## src/rtl/clk_div_gen.sv

```systemverilog
// clk_div_gen: multi-channel programmable clock-enable generator.
// NCH independent dividers in the single clk domain. Each channel produces a
// divided level (clk_out), a one-cycle strobe on its rising edge (ce) and a
// stable flag. Divisors are loaded at runtime and take effect at the next
// period boundary so a period in flight always completes unchanged.
// Optional feature macro: CLK_DIV_GEN_FALL_CE_EN adds the ce_fall strobe port.

// One divider channel. All outputs are registered and are derived from the
// next-state counter/divisor, so they describe the cycle the counter enters.
module clk_div_gen_ch #(
    parameter int             CW      = 16,
    parameter logic [CW-1:0]  DIV_RST = 16'd4
) (
    input  logic          clk,
    input  logic          reset,
    input  logic          run,
    input  logic          resync,
    input  logic          ld_hit,
    input  logic [CW-1:0] ld_div,
    output logic          clk_out,
    output logic          ce,
    output logic          stable
`ifdef CLK_DIV_GEN_FALL_CE_EN
    ,
    output logic          ce_fall
`endif
);

    // Divisors below 2 cannot form a high and a low phase; force them to 2.
    function automatic logic [CW-1:0] clamp_div(input logic [CW-1:0] v);
        return (v < CW'(2)) ? CW'(2) : v;
    endfunction

    logic [CW-1:0] cnt, cnt_nxt;
    logic [CW-1:0] div_act, div_act_nxt;
    logic [CW-1:0] div_pend, div_pend_nxt;
    logic          running, running_nxt;
    logic          armed, armed_nxt;
    logic          stable_nxt;
    logic          clk_out_nxt;
    logic          ce_nxt;
    logic          wrap;
`ifdef CLK_DIV_GEN_FALL_CE_EN
    logic          ce_fall_nxt;
`endif

    // Next-state: stop/clear, (re)start or resync, period wrap, or count.
    // 'armed' means the current period began at the current divisor, so
    // the wrap ending it completes a full period and may raise stable.
    always_comb begin
        div_pend_nxt = ld_hit ? clamp_div(ld_div) : div_pend;
        wrap         = (cnt == div_act - CW'(1));
        cnt_nxt      = cnt;
        div_act_nxt  = div_act;
        running_nxt  = running;
        armed_nxt    = armed;
        stable_nxt   = stable;
        if (!run) begin
            // Stopped: everything cleared, loads take effect immediately.
            cnt_nxt     = '0;
            div_act_nxt = div_pend_nxt;
            running_nxt = 1'b0;
            armed_nxt   = 1'b0;
            stable_nxt  = 1'b0;
        end else if (!running || resync) begin
            // Start (first cycle after run rises) and resync both begin a
            // fresh full period at the pending divisor, including a load
            // arriving in this same cycle.
            cnt_nxt     = '0;
            div_act_nxt = div_pend_nxt;
            running_nxt = 1'b1;
            armed_nxt   = 1'b1;
            stable_nxt  = 1'b0;
        end else if (wrap) begin
            // Period boundary: pending divisor (bypassing a same-cycle load)
            // becomes active; the ending period counts only if it was armed
            // and no load is being accepted now.
            cnt_nxt     = '0;
            div_act_nxt = div_pend_nxt;
            armed_nxt   = 1'b1;
            stable_nxt  = armed && !ld_hit;
        end else begin
            cnt_nxt = cnt + CW'(1);
            if (ld_hit) begin
                armed_nxt  = 1'b0;
                stable_nxt = 1'b0;
            end
        end
    end

    // Output decode from next state; nothing is asserted while stopped.
    always_comb begin
        clk_out_nxt = running_nxt && (cnt_nxt < (div_act_nxt >> 1));
        ce_nxt      = running_nxt && (cnt_nxt == '0);
`ifdef CLK_DIV_GEN_FALL_CE_EN
        ce_fall_nxt = running_nxt && (cnt_nxt == (div_act_nxt >> 1));
`endif
    end

    // State and output registers with synchronous active-high reset.
    always_ff @(posedge clk) begin
        if (reset) begin
            cnt      <= '0;
            div_act  <= DIV_RST;
            div_pend <= DIV_RST;
            running  <= 1'b0;
            armed    <= 1'b0;
            stable   <= 1'b0;
            clk_out  <= 1'b0;
            ce       <= 1'b0;
        end else begin
            cnt      <= cnt_nxt;
            div_act  <= div_act_nxt;
            div_pend <= div_pend_nxt;
            running  <= running_nxt;
            armed    <= armed_nxt;
            stable   <= stable_nxt;
            clk_out  <= clk_out_nxt;
            ce       <= ce_nxt;
        end
    end

`ifdef CLK_DIV_GEN_FALL_CE_EN
    // Falling-edge strobe register.
    always_ff @(posedge clk) begin
        if (reset) ce_fall <= 1'b0;
        else       ce_fall <= ce_fall_nxt;
    end
`endif

endmodule

// Top level: channel array plus load-strobe decode.
module clk_div_gen #(
    parameter int NCH      = 2,
    parameter int CW       = 16,
    parameter int DIV_INIT = 4,
    localparam int LW      = (NCH > 1) ? $clog2(NCH) : 1
) (
    input  logic           clk,
    input  logic           reset,
    input  logic           run,
    input  logic           resync,
    input  logic           ld,
    input  logic [LW-1:0]  ld_ch,
    input  logic [CW-1:0]  ld_div,
    output logic [NCH-1:0] clk_out,
    output logic [NCH-1:0] ce,
    output logic [NCH-1:0] stable
`ifdef CLK_DIV_GEN_FALL_CE_EN
    ,
    output logic [NCH-1:0] ce_fall
`endif
);

    localparam logic [CW-1:0] DIV_RST = (DIV_INIT < 2) ? CW'(2) : CW'(DIV_INIT);

    logic [NCH-1:0] ld_hit;

    for (genvar g = 0; g < NCH; g++) begin : g_ch
        // An ld_ch value at or above NCH matches no channel and is dropped.
        assign ld_hit[g] = ld && (ld_ch == LW'(g));

        clk_div_gen_ch #(
            .CW      (CW),
            .DIV_RST (DIV_RST)
        ) u_ch (
            .clk     (clk),
            .reset   (reset),
            .run     (run),
            .resync  (resync),
            .ld_hit  (ld_hit[g]),
            .ld_div  (ld_div),
            .clk_out (clk_out[g]),
            .ce      (ce[g]),
            .stable  (stable[g])
`ifdef CLK_DIV_GEN_FALL_CE_EN
            ,
            .ce_fall (ce_fall[g])
`endif
        );
    end

endmodule

```

## config.mk

```make
export PLATFORM = sky130hd
export DESIGN_NAME = clk_div_gen
export DESIGN_NICKNAME = d
export VERILOG_FILES = /design/src/rtl/clk_div_gen.sv
export SDC_FILE = /design/constraint.sdc
export NUM_CORES = 1
export LEC_CHECK = 0
export CAP_MARGIN = 20
export CORE_ASPECT_RATIO = 1.2
export CORE_MARGIN = 2
export CORE_UTILIZATION = 55
export CTS_CLUSTER_SIZE = 10
export DETAILED_ROUTE_END_ITERATION = 8
export PLACE_DENSITY = 0.82
export SETUP_SLACK_MARGIN = 0.5
export SLEW_MARGIN = 0
export SYNTH_ARGS = -nofsm -noshare
export SYNTH_HDL_FRONTEND = slang
export SYNTH_HIERARCHICAL = 1
export SYNTH_SLANG_ARGS = --single-unit
```

## constraint.sdc

```tcl
create_clock -name clk -period 4.19 [get_ports clk]
set_input_delay 1.0475 -clock clk [delete_from_list [all_inputs] [get_ports clk]]
set_output_delay 1.0475 -clock clk [all_outputs]
set_load 0.1 [all_outputs]
```

==> out/qor.txt <==
RSZ-0062 raised after global routing -> yes
FF+latch area -> 2150 um^2
Int Pwr -> 1730 uW
Post-synth EDFFs -> 0
FFs w/ async S/R, synth -> 0%
Distinct cells, synth -> 53
Crit-path slowest cell -> or4_4
top cells by area, synth -> dfxtp_1 32%, ha_1 6.0%, mux2i_1 4.8%
final setup skew -> 9.10 ps
Buf+Inv Stages, Crit Path -> 2
Worst path top cell family by delay -> simple AND/OR/NAND/NOR gates
dpl ws -> 188 ps
die height -> 125 um
Logic pwr share -> 17.1%
fin nets -> 886
core area -> 11,900 um^2
sw frac -> 26.9%
vias post-DR -> 5,957
worst path arrival time -> 4070 ps
Fillers -> 903
Critical Setup Path Class -> register to register
Max-slew headroom -> 34.4%
status -> finished clean
clk_lat worst skew -> 360 ps
Synth Instances -> 794
synthesized cell area -> 6660 um^2
Final Hold Fails -> 0
Max FO, Critical Path -> 9
Post-CTS Hold Buffers -> 0
maxcap violations -> 0
placed cells -> 955
Yosys reg bits -> 106
CP max stage delay -> 570 ps
sequential area share after synthesis -> 31.9%
footprint of the multi-input gates -> 4510 um^2
initial DRC count -> 390
switching pwr -> 636 uW
clock root cell -> clkbuf_16
Hold Path Class -> register to register
H-Tree Depth -> 3
mux contribution to synthesized area -> 9.54%
Synth Area in Simple Gates -> 27.9%
leading area contributor after synthesis -> dfxtp_1
I/O pins -> 28
Worst Slack Setup Final -> 354 ps
worst-path cell chain -> or4_4 -> o21a_1 -> or3b_1 -> a21oi_1 -> o211a_1 -> a21o_4 -> buf_6 -> bufbuf_16 -> nor2_1 -> ha_1 -> nand4_1 -> nor4_2 -> a21oi_1 -> o211ai_1 -> a31oi_1
maximum VDD drop -> 0.000167 V
Tmin final -> 3840 ps
Clk pin slew, worst setup/hold paths -> 70 ps
CTS Buffer Depth -> 2
share of layout cells above drive strength 1 -> 21.1%
Setup Total Neg Slack -> 0 ps
worst hold-check slack -> 488 ps
average size of a mapped cell -> 8.39 um^2
Sink Count -> 106
TritonCTS Buffers -> 9
post-route clock period utilization -> 91.5%
f_max -> 0.261 GHz
clock tree from TritonCTS -> yes
largest family of logic cells by synthesized area -> simple AND/OR/NAND/NOR gates
Die Wd -> 104 um
Final Max Tran Viols -> 0
Port Buf Inserts -> 27
pin count of the biggest net entering global routing -> 42
Area growth syn-to-layout -> 20.0%
Synth top cells by count -> 106 x dfxtp_1, 74 x nor2_1, 58 x nand2_1
final core utilization -> 66.9%
initial antenna violation count -> 0
ys flop type -> dfxtp_1
FP Rows -> 44
Synthesis Warnings -> 6
count leader, synth -> dfxtp_1
Final GP Congestion -> 0.924
vias in the first global route -> 5,736
Post-Syn Nets -> 848
Worst path most repeated cell -> a21oi_1
first drt pass iteration count -> 8
DRC -> 0
first-pass GRT wire length -> 27,600 um
area share of the largest cell type after synthesis -> 31.9%
GR Overflow Total -> 0
Setup violations, final -> 0
post-route ant nets -> 0
Clk network pwr share -> 37.1%
Worst Tran Pin Value -> 981 ps
vias per cell -> 5.97
ANT cells -> 0
Synth Area in Adders -> 6.01%
total wire length -> 17,900 um
Worst setup SP type -> register
Detail Placement HPWL -> 11,800 um
final std cells w/o fill -> 998
gr usage total -> 26.4%
Post-Synth XOR/XNOR Area -> 9.21%
drt wl/cell -> 18.0 um
leak pwr -> 0.00320 uW
Worst EP required -> 4420 ps
pwr dens -> 296 nW/um^2
post-synthesis compound-gate area fraction -> 10.8%
Die Footprint -> 13,000 um^2
power share of the sequential group -> 45.7%
Starting Density -> 55.7%
CP endpoint kind -> register
[worst reg2reg max path, delay by kind of cell, from the launching register on]
kind,cells,cell delay [ps]
DFF,1,370
AOI/OAI and AO/OA,7,1240
buffers and inverters,2,370
adders and majority gates,1,310
and+or+nand+nor,5,1430
[layout make-up]
cell class	count	share of cell area, %
clock buffer	14	3.30
clock inverter	2	0.438
inverter	14	0.720
multi-input combinational	624	56.4
sequential	106	26.9
tap	161	2.52
timing repair buffer	77	9.70
[sequential cells by signal, summed over array words and instances (netlist names)]
register / flops
g_ch.u_ch/stable: 2
g_ch.u_ch/cnt: 32
g_ch.u_ch/div_act: 32
g_ch.u_ch/armed: 2
g_ch.u_ch/div_pend: 32
g_ch.u_ch/ce: 2
g_ch.u_ch/running: 2
g_ch.u_ch/clk_out: 2
[per-layer routing]
layer	track usage, %	wire, um
met1	29.6	6970
met2	47.9	9190
met3	3.77	958
met4	14.0	826
met5	0	0
[cells in the final DEF, fill, tap and decap left out, drive strengths merged, types with 3 or more instances in the layout]
cell           netlist  routed
nor4                24      24
buf                 24      48
nand3               26      26
o22ai                4       4
inv                 14      14
xnor2               34      34
nand2               58      58
o21ai               42      42
a21o                10      10
a31oi                8       8
mux2                28      28
o21bai               4       4
clkdlybuf4s50        0      26
ha                  32      32
o31ai                6       6
bufbuf               0       3
nand2b              36      36
xor2                36      36
and3                 6       6
and2                 7       7
or2                  4       4
clkbuf              26      14
a21oi               22      22
or3                  4       4
mux2i               32      32
dfxtp              106     106
or3b                 4       4
nand4               12      12
nor3                16      16
nand4b               4       4
nor2                94      94
or4                  8       8
nor2b               32      32
[power by group through the flow]
stage	combinational [uW]	clock [uW]	sequential (uW)
2_1_floorplan	231	0	1100
3_3_place_gp	325	0	1100
3_5_place_dp	332	0	1100
4_1_cts	364	885	1080
5_1_grt	433	925	1090
6_report	406	879	1080
[logic make-up after synthesis]
group,count (synthesis)
AND/OR/NAND/NOR,346
AO/OA/AOI/OAI,116
flip-flops,106
XOR/XNOR,70
buffers and inverters,64
multiplexers,60
adder cells (fa/ha/maj),32
[through the flow]
stage / cell area (um^2) / power (uW)
after floorplan: 6700 / 1330
after global placement: 7120 / 1420
after detailed placement: 7120 / 1430
after CTS: 7730 / 2330
after global routing: 7990 / 2440
final: 7990 / 2370
[path summary, 6_finish.rpt]
path | slack, ps | end | depth (start not counted) | from
max reg2reg | 350 | g_ch[1].u_ch/clk_out | 15 | g_ch[1].u_ch/div_act[0]
min reg2reg | 490 | g_ch[0].u_ch/div_pend[0] | 2 | g_ch[0].u_ch/div_pend[0]
min | 490 | g_ch[0].u_ch/div_pend[0] | 2 | g_ch[0].u_ch/div_pend[0]
max | 350 | g_ch[1].u_ch/clk_out | 15 | g_ch[1].u_ch/div_act[0]
[what timing repair did]
action                     CTS  global route
pin swaps                   21            30
gates resized for setup     38            43
setup endpoints to repair    2             2
buffers inserted            15             9
gates cloned                 3             0
Note: power is estimated with default switching activity, not from simulation.
